$ cat src/rtl/dram_cmd_scheduler_pkg.sv
// rtl/dram_cmd_scheduler_pkg.sv - shared types, address map and widths for the DRAM command scheduler
package dram_cmd_scheduler_pkg;

    localparam int ADDRESS_WIDTH = 32;

    // Byte address map: [31:17] row, [16:15] bank group, [14:13] bank, [12:3] column, [2:0] byte
    localparam int COL_LSB  = 3;
    localparam int COL_MSB  = 12;
    localparam int BANK_LSB = 13;
    localparam int BANK_MSB = 14;
    localparam int BG_LSB   = 15;
    localparam int BG_MSB   = 16;
    localparam int ROW_LSB  = 17;
    localparam int ROW_MSB  = 31;

    localparam int COL_W     = COL_MSB - COL_LSB + 1;
    localparam int BANK_W    = BANK_MSB - BANK_LSB + 1;
    localparam int BG_W      = BG_MSB - BG_LSB + 1;
    localparam int ROW_W     = ROW_MSB - ROW_LSB + 1;
    localparam int NUM_BANKS = 1 << (BG_W + BANK_W);

    // Wide enough for the longest wait (tCL + tBURST) and tRAS
    localparam int TIMER_W = 8;

    typedef enum logic [1:0] {
        NOP    = 2'd0,
        READ   = 2'd1,
        WRITE  = 2'd2,
        IFETCH = 2'd3
    } parsed_op_t;

    typedef enum logic [2:0] {
        CMD_NONE = 3'd0,
        CMD_PRE  = 3'd1,
        CMD_ACT  = 3'd2,
        CMD_RD   = 3'd3,
        CMD_WR   = 3'd4
    } dram_cmd_t;

    typedef enum logic [2:0] {
        S_IDLE      = 3'd0,
        S_DECODE    = 3'd1,
        S_PRE       = 3'd2,
        S_WAIT_RP   = 3'd3,
        S_ACT       = 3'd4,
        S_WAIT_RCD  = 3'd5,
        S_COL       = 3'd6,
        S_WAIT_DATA = 3'd7
    } sched_states_t;

    // Queue entry is {opcode, address}
    localparam int REQ_W = $bits(parsed_op_t) + ADDRESS_WIDTH;

    // Column command for a queued op; instruction fetches are reads
    function automatic dram_cmd_t col_cmd(input parsed_op_t op);
        return (op == WRITE) ? CMD_WR : CMD_RD;
    endfunction

endpackage

$ cat src/rtl/dram_cmd_scheduler_req_queue.sv
// rtl/dram_cmd_scheduler_req_queue.sv - in-order circular request FIFO
module dram_cmd_scheduler_req_queue #(
    parameter int DEPTH  = 16,
    parameter int DATA_W = 34
) (
    input  logic              clk,
    input  logic              rst,
    input  logic              push,
    input  logic              pop,
    input  logic [DATA_W-1:0] push_data,
    output logic              full,
    output logic              empty,
    output logic [DATA_W-1:0] head_data
);

    localparam int PTR_W = $clog2(DEPTH);

    logic [DATA_W-1:0] mem [DEPTH];
    logic [PTR_W-1:0]  wr_ptr;
    logic [PTR_W-1:0]  rd_ptr;
    logic [PTR_W:0]    count;
    logic              do_push;
    logic              do_pop;

    // Full is taken from the registered count, so a same-cycle pop never frees room for a push
    assign full      = (count == (PTR_W + 1)'(DEPTH));
    assign empty     = (count == '0);
    assign do_push   = push && !full;
    assign do_pop    = pop && !empty;
    assign head_data = mem[rd_ptr];

    // Pointer and occupancy bookkeeping; pointers wrap naturally at the power-of-two depth
    always_ff @(posedge clk) begin
        if (rst) begin
            wr_ptr <= '0;
            rd_ptr <= '0;
            count  <= '0;
        end else begin
            if (do_push) wr_ptr <= wr_ptr + 1'b1;
            if (do_pop)  rd_ptr <= rd_ptr + 1'b1;
            case ({do_push, do_pop})
                2'b10:   count <= count + 1'b1;
                2'b01:   count <= count - 1'b1;
                default: count <= count;
            endcase
        end
    end

    // Entry storage
    always_ff @(posedge clk) begin
        if (do_push) mem[wr_ptr] <= push_data;
    end

endmodule

$ cat src/rtl/dram_cmd_scheduler.sv
// rtl/dram_cmd_scheduler.sv - open-page PRE/ACT/RD/WR scheduler; SCHED_CMD_LOG_EN adds a command log
module dram_cmd_scheduler
    import dram_cmd_scheduler_pkg::*;
#(
    parameter int QUEUE_DEPTH = 16,
    parameter int T_RCD       = 48,
    parameter int T_RP        = 48,
    parameter int T_CL        = 48,
    parameter int T_BURST     = 8,
    parameter int T_RAS       = 104
) (
    input  logic                     clk,
    input  logic                     rst,
    input  logic                     op_ready_s,
    input  parsed_op_t               opcode,
    input  logic [ADDRESS_WIDTH-1:0] address,
    output logic                     q_full,
    output logic                     q_overflow,
    output logic                     cmd_valid,
    output dram_cmd_t                cmd,
    output logic [BG_W-1:0]          cmd_bg,
    output logic [BANK_W-1:0]        cmd_bank,
    output logic [ROW_W-1:0]         cmd_row,
    output logic [COL_W-1:0]         cmd_col,
    output sched_states_t            state
);

    localparam int BIDX_W = BG_W + BANK_W;

    logic [REQ_W-1:0]         head_bits;
    logic                     q_empty;
    logic                     push;
    logic                     pop;
    parsed_op_t               head_op;
    logic [ADDRESS_WIDTH-1:0] head_addr;
    logic [BG_W-1:0]          head_bg;
    logic [BANK_W-1:0]        head_bank;
    logic [ROW_W-1:0]         head_row;
    logic [COL_W-1:0]         head_col;
    logic [BIDX_W-1:0]        head_idx;
    logic                     unused_addr_bits;

    sched_states_t            state_next;
    logic                     pre_fire;
    logic [TIMER_W-1:0]       timer;
    logic [NUM_BANKS-1:0]     bank_open;
    logic [ROW_W-1:0]         open_row [NUM_BANKS];
    logic [TIMER_W-1:0]       tras_cnt [NUM_BANKS];

    assign push = op_ready_s && !q_full && (opcode != NOP);
    assign pop  = (state == S_WAIT_DATA) && (timer == '0);

    dram_cmd_scheduler_req_queue #(
        .DEPTH  (QUEUE_DEPTH),
        .DATA_W (REQ_W)
    ) u_req_queue (
        .clk       (clk),
        .rst       (rst),
        .push      (push),
        .pop       (pop),
        .push_data ({opcode, address}),
        .full      (q_full),
        .empty     (q_empty),
        .head_data (head_bits)
    );

    // Head-of-queue decode; the head is stable for the whole life of a request
    assign head_op          = parsed_op_t'(head_bits[REQ_W-1:ADDRESS_WIDTH]);
    assign head_addr        = head_bits[ADDRESS_WIDTH-1:0];
    assign head_bg          = head_addr[BG_MSB:BG_LSB];
    assign head_bank        = head_addr[BANK_MSB:BANK_LSB];
    assign head_row         = head_addr[ROW_MSB:ROW_LSB];
    assign head_col         = head_addr[COL_MSB:COL_LSB];
    assign head_idx         = {head_bg, head_bank};
    assign unused_addr_bits = ^head_addr[COL_LSB-1:0];

    // Sticky overflow: any strobe seen while the queue is full
    always_ff @(posedge clk) begin
        if (rst)                      q_overflow <= 1'b0;
        else if (op_ready_s && q_full) q_overflow <= 1'b1;
    end

    // State register
    always_ff @(posedge clk) begin
        if (rst) state <= S_IDLE;
        else     state <= state_next;
    end

    // Next state; PRE is fired on the edge that makes the bank's tRAS counter read zero in S_PRE
    always_comb begin
        state_next = state;
        pre_fire   = 1'b0;
        case (state)
            S_IDLE:      if (!q_empty) state_next = S_DECODE;
            S_DECODE: begin
                if (!bank_open[head_idx])                state_next = S_ACT;
                else if (open_row[head_idx] == head_row) state_next = S_COL;
                else                                     state_next = S_PRE;
            end
            S_PRE:       if (tras_cnt[head_idx] == '0) state_next = S_WAIT_RP;
            S_WAIT_RP:   if (timer == '0) state_next = S_ACT;
            S_ACT:       state_next = S_WAIT_RCD;
            S_WAIT_RCD:  if (timer == '0) state_next = S_COL;
            S_COL:       state_next = S_WAIT_DATA;
            S_WAIT_DATA: if (timer == '0) state_next = S_IDLE;
            default:     state_next = S_IDLE;
        endcase
        if ((state_next == S_PRE) && (tras_cnt[head_idx] <= TIMER_W'(1))) pre_fire = 1'b1;
    end

    // Command outputs, registered alongside the issuing state
    always_ff @(posedge clk) begin
        if (rst) begin
            cmd_valid <= 1'b0;
            cmd       <= CMD_NONE;
            cmd_bg    <= '0;
            cmd_bank  <= '0;
            cmd_row   <= '0;
            cmd_col   <= '0;
        end else begin
            cmd_valid <= 1'b0;
            cmd       <= CMD_NONE;
            cmd_bg    <= '0;
            cmd_bank  <= '0;
            cmd_row   <= '0;
            cmd_col   <= '0;
            if (state_next == S_ACT) begin
                cmd_valid <= 1'b1;
                cmd       <= CMD_ACT;
                cmd_bg    <= head_bg;
                cmd_bank  <= head_bank;
                cmd_row   <= head_row;
            end else if (state_next == S_COL) begin
                cmd_valid <= 1'b1;
                cmd       <= col_cmd(head_op);
                cmd_bg    <= head_bg;
                cmd_bank  <= head_bank;
                cmd_col   <= head_col;
            end else if (pre_fire) begin
                cmd_valid <= 1'b1;
                cmd       <= CMD_PRE;
                cmd_bg    <= head_bg;
                cmd_bank  <= head_bank;
            end
        end
    end

    // Shared wait timer, loaded with the command so the wait state exits exactly on the boundary
    always_ff @(posedge clk) begin
        if (rst)                        timer <= '0;
        else if (state_next == S_ACT)   timer <= TIMER_W'(T_RCD - 1);
        else if (state_next == S_COL)   timer <= TIMER_W'(T_CL + T_BURST - 1);
        else if (pre_fire)              timer <= TIMER_W'(T_RP - 1);
        else if (timer != '0)           timer <= timer - 1'b1;
    end

    // Bank table: open row per bank and a saturating tRAS counter started by each ACT
    always_ff @(posedge clk) begin
        if (rst) begin
            bank_open <= '0;
            for (int b = 0; b < NUM_BANKS; b++) begin
                open_row[b] <= '0;
                tras_cnt[b] <= '0;
            end
        end else begin
            for (int b = 0; b < NUM_BANKS; b++) begin
                if ((state == S_ACT) && (head_idx == BIDX_W'(b))) tras_cnt[b] <= TIMER_W'(T_RAS - 1);
                else if (tras_cnt[b] != '0)                       tras_cnt[b] <= tras_cnt[b] - 1'b1;
            end
            if (state == S_ACT) begin
                bank_open[head_idx] <= 1'b1;
                open_row[head_idx]  <= head_row;
            end else if ((state == S_PRE) && (tras_cnt[head_idx] == '0)) begin
                bank_open[head_idx] <= 1'b0;
            end
        end
    end

`ifdef SCHED_CMD_LOG_EN
    logic [31:0] clk_count;

    // Free-running cycle stamp for the command log
    always_ff @(posedge clk) begin
        if (rst) clk_count <= '0;
        else     clk_count <= clk_count + 1'b1;
    end

    // One log line per presented command: row for ACT, column otherwise
    always_ff @(posedge clk) begin
        if (!rst && cmd_valid)
            $display("%0d %s %0d %0d %0d", clk_count, cmd.name(), cmd_bg, cmd_bank,
                     (cmd == CMD_ACT) ? 32'(cmd_row) : 32'(cmd_col));
    end
`endif

endmodule

$ cat config.mk
export PLATFORM = sky130hd
export DESIGN_NAME = dram_cmd_scheduler
export DESIGN_NICKNAME = d
export VERILOG_FILES = /design/src/rtl/dram_cmd_scheduler_pkg.sv /design/src/rtl/dram_cmd_scheduler_req_queue.sv /design/src/rtl/dram_cmd_scheduler.sv
export SDC_FILE = /design/constraint.sdc
export NUM_CORES = 1
export LEC_CHECK = 0
export ABC_AREA = 1
export CAP_MARGIN = 25
export CORE_MARGIN = 2
export CORE_UTILIZATION = 35
export DETAILED_ROUTE_END_ITERATION = 6
export PLACE_DENSITY = 0.59
export RECOVER_POWER = 25
export SLEW_MARGIN = 20
export SYNTH_ARGS = -nofsm -noshare
export SYNTH_HDL_FRONTEND = slang
export SYNTH_SLANG_ARGS = --single-unit
$ cat constraint.sdc
create_clock -name clk -period 8.8 [get_ports clk]
set_input_delay 2.2 -clock clk [delete_from_list [all_inputs] [get_ports clk]]
set_output_delay 2.2 -clock clk [all_outputs]
set_load 0.005 [all_outputs]
==> qor.txt <==
==========================================================================================
Die width ...................................................................     349.9 um
Core Rows ...................................................................          126
Number of resized instances in the post-cts repair step .....................            0
Cell area after synthesis ................................................... 41,880 sq um
Wire length of the first global-routing pass ................................   161,700 um
Worst setup skew after layout ...............................................   0.05418 ns
Top Family by Delay on Critical Path ........................................ simple AND/OR/NAND/NOR gates
Number of pins exceeding their max-slew limit in the final report ...........            0
Height of the die ...........................................................     349.9 um
Result of the run ........................................................... finished, final reports clean
Number of cells traversed by the worst register-to-register path ............           18
Number of antenna violations at the first check in global routing ...........           12
Total routing usage reported by global routing ..............................       0.1722
Clock share of power ........................................................        0.402
Largest stage delay, worst path .............................................      1.03 ns
Fmax ........................................................................    143.4 MHz
Leading cell type in the layout, fill and taps excluded .....................      nand2_1
Number of buffers added on ports ............................................           71
Met3 layer usage reported by global route ...................................      0.02876
Fraction of registers with async set/reset ..................................            0
Detailed Route Iter0 Violations .............................................        2,246
Average instance area after synthesis .......................................  10.65 sq um
Category of the most critical setup path .................................... flop to flop
Switching power total .......................................................     2.645 mW
Headroom to the max-slew limit ..............................................       0.2991
Type of element launching the critical path .................................         flop
Top cell by count, worst path ...............................................      nand2_1
Ys flop type ................................................................     edfxtp_1
Crit path buffers/inverters .................................................            6
Core area ................................................................... 118,400 sq um
Count of nets left with antenna violations after detail routing .............            0
Final Hold Fails ............................................................            0
Setup tns final .............................................................         0 ns
Quantity of hold-fixing buffers added after cts .............................            0
Required time at the worst-slack endpoint ...................................      9.14 ns
Clock sink count ............................................................          942
Final Worst Setup Slack .....................................................     1.827 ns
Worst-path cell chain ....................................................... inv_6 -> nand2_1 -> nand2_1 -> nand2_1 -> nand3_1 -> nand3_2 -> buf_4 -> nand2_8 -> nor2_8 -> inv_2 -> nor3_1 -> clkinv_1 -> nand2_1 -> nor2_1 -> inv_1 -> nand2_1 -> inv_1 -> nand2_1
Via count of the first global-routing pass ..................................       26,690
Number of buffers inserted by post-CTS setup repair .........................            0
CTS Root Cell ...............................................................    clkbuf_16
Boundary pin count ..........................................................           75
P&R area growth vs syn ......................................................       13.37%
Sequential element share of the synthesized area ............................       0.6569
Detailed-routing iteration count for the pre-antenna-repair pass ............            6
Final wirelength ............................................................   106,200 um
Total die area .............................................................. 122,400 sq um
Placement Setup Slack .......................................................     1.677 ns
Vias after detailed routing .................................................       28,200
Critical Path AT ............................................................      7.32 ns
Initial core utilization ....................................................       0.3537
Synth unique cells ..........................................................           51
Maximum number of pins on one net before global-route repair ................          132
Syn nets ....................................................................        4,012
Type of the worst min-delay path ............................................ flop to flop
Lkg Pwr .....................................................................     17.89 nW
Final hold slack ............................................................    0.4652 ns
Power Density ............................................................... 223.2 nW/um^2
Final critical-path share of the clock period ...............................       0.7924
Slew of the pin with the lowest slew margin .................................     1.048 ns
Critical path's slowest cell ................................................      nand2_1
Post-synthesis sequential element count .....................................          942
PnR Total Power .............................................................     10.60 mW
Destination of the worst register-to-register timing path ................... tras_cnt[4][1]$_SDFFCE_PN0P_
GRT Residual Overflow .......................................................            0
Post-layout min period ......................................................     6.973 ns
Post-synth EDFFs ............................................................          864
Clock edge transition at the registers on the reported setup and hold paths .      0.06 ns
Relative contribution of combinational cells to total power .................        0.101
Maximum resistive drop on vdd ...............................................     171.1 uV
Minimum setup slack among reg-to-reg paths ..................................      1.83 ns
Pint ........................................................................     7.952 mW
Top Usage Layer GRT .........................................................         met2
Drc violations ..............................................................            0
Placed cell area ............................................................ 44,080 sq um
Global Route met2 Usage .....................................................       0.2875
Cells on Worst Hold Path ....................................................            2
Clock tree from TritonCTS ...................................................        built
Drt wl/cell .................................................................     18.82 um
Buffer depth of the longest clock path ......................................            3
Mean number of vias per cell ................................................        4.996
Flop pwr share ..............................................................        0.496
Total of warnings raised by yosys ...........................................            0
Most used cells in the layout excluding fill and tap cells .................. nand2_1 (898), edfxtp_1 (864), nor2_1 (551)
Skew-Pair Late Insertion Delay ..............................................      0.71 ns
Number of clock buffers inserted by TritonCTS ...............................          100
Final-stage net count .......................................................        4,033
Placed wire-length estimate after detailed placement ........................    59,600 um
Unrepaired setup endpoints after global routing .............................        false
Final weighted congestion of routability-driven global placement ............       0.8293
Reported max-cap violation count ............................................            0
Cell area after layout ...................................................... 47,470 sq um
Final setup fails ...........................................................            0
Fraction of power spent switching nets ......................................       0.2496
Number of standard cells after synthesis ....................................        3,932
Global routing met1 resource utilization ....................................       0.2280
Critical path endpoint category .............................................         flop
Layout cell share with drive strength beyond 1 ..............................      0.07327
H-tree levels ...............................................................            3
Critical Path Fanout Max ....................................................          110
==========================================================================================
## worst max-delay path by stage
| stage | to | slack (ns) | from | cells after the start |
|---|---|---|---|---|
| after floorplan | tras_cnt[4][0]$_SDFFCE_PN0P_ | 4.06 | rst | 11 |
| after global placement | tras_cnt[4][4]$_SDFFCE_PN0P_ | 1.90 | flop | 18 |
| after detailed placement | tras_cnt[4][5]$_SDFFCE_PN0P_ | 1.68 | flop | 18 |
| after CTS | tras_cnt[4][1]$_SDFFCE_PN0P_ | 1.65 | flop | 18 |
| after global routing | tras_cnt[4][1]$_SDFFCE_PN0P_ | 1.27 | flop | 18 |
| final | tras_cnt[4][1]$_SDFFCE_PN0P_ | 1.83 | flop | 18 |
## power groups by stage
stage               Clock (mW)  Sequential [mW]  Combinational [mW]
finish                    4.26             5.26                1.07
global route              4.52             5.28                1.21
CTS                       4.34             5.26                1.08
detailed placement           0             5.35                1.07
global placement             0             5.35                1.06
floorplan                    0             5.32               0.743
## cells by family after synthesis
logic type	synth area share
AOI/OAI and AO/OA	0.08874
xor gates and xnor gates	0.01590
adders and majority gates	0.01303
DFF	0.6569
and+or+nand+nor	0.1743
buffers and inverters	0.05112
## tightest hold or removal path: cells and delay by family (launching register included)
family / cells / cell delay (ns)
flops: 1 / 0.31
simple gates: 2 / 0.11
## metal layers
metal	share of wire	vias to the layer above
met2	0.48	723
met5	0.00043	-
met4	0.025	8
met1	0.44	13710
li1	-	13570
met3	0.056	184
## area by class of cell
class                           instances  area (sq um)
Inverter                              291          1102
Timing Repair Buffer                  121          1109
Multi-Input combinational cell       2497         12360
Fill cell                           11340         70920
Clock inverter                         65         676.9
Clock buffer                          124          2695
Antenna cell                            4         10.01
Sequential cell                       942         27520
Tap cell                             1600          2002
## synthesized netlist by cell type, types with 15 or more instances
cell | instances | area (sq um)
nand3b_1 | 58 | 435.4
xnor2_1 | 48 | 420.4
buf_4 | 20 | 150.1
buf_6 | 16 | 180.2
xor2_1 | 28 | 245.2
edfxtp_1 | 864 | 25940
or2_2 | 20 | 125.1
o21ai_0 | 213 | 1066
nand2_1 | 898 | 3371
o22ai_1 | 39 | 244.0
a21oi_1 | 199 | 996.0
a32o_1 | 15 | 150.1
buf_1 | 17 | 63.81
a221oi_1 | 27 | 236.5
clkbuf_1 | 91 | 341.6
inv_1 | 273 | 1025
nor3_1 | 33 | 165.2
o221ai_1 | 28 | 245.2
dfxtp_1 | 78 | 1562
ha_1 | 42 | 525.5
buf_2 | 56 | 280.3
nand3_1 | 130 | 650.6
a31oi_1 | 24 | 150.1
nor2_1 | 567 | 2128
## flip-flops by register name (all words and copies together), names as in the netlist, named ones only
name                cells
u_req_queue.wr_ptr      4
state                   3
cmd_col                10
cmd_bank                2
tras_cnt              128
q_overflow              1
u_req_queue.count       5
open_row              240
cmd_valid               1
u_req_queue.mem       496
cmd_bg                  2
u_req_queue.rd_ptr      4
cmd_row                15
timer                   8
cmd                     3
## metrics by stage
step	instances	util
4_1_cts	5639	0.4008
6_report	5644	0.4010
2_1_floorplan	3932	-
5_1_grt	5643	0.4009
3_5_place_dp	5450	0.3723
3_3_place_gp	5449	0.3721
Power figures use the tool's default switching activity.
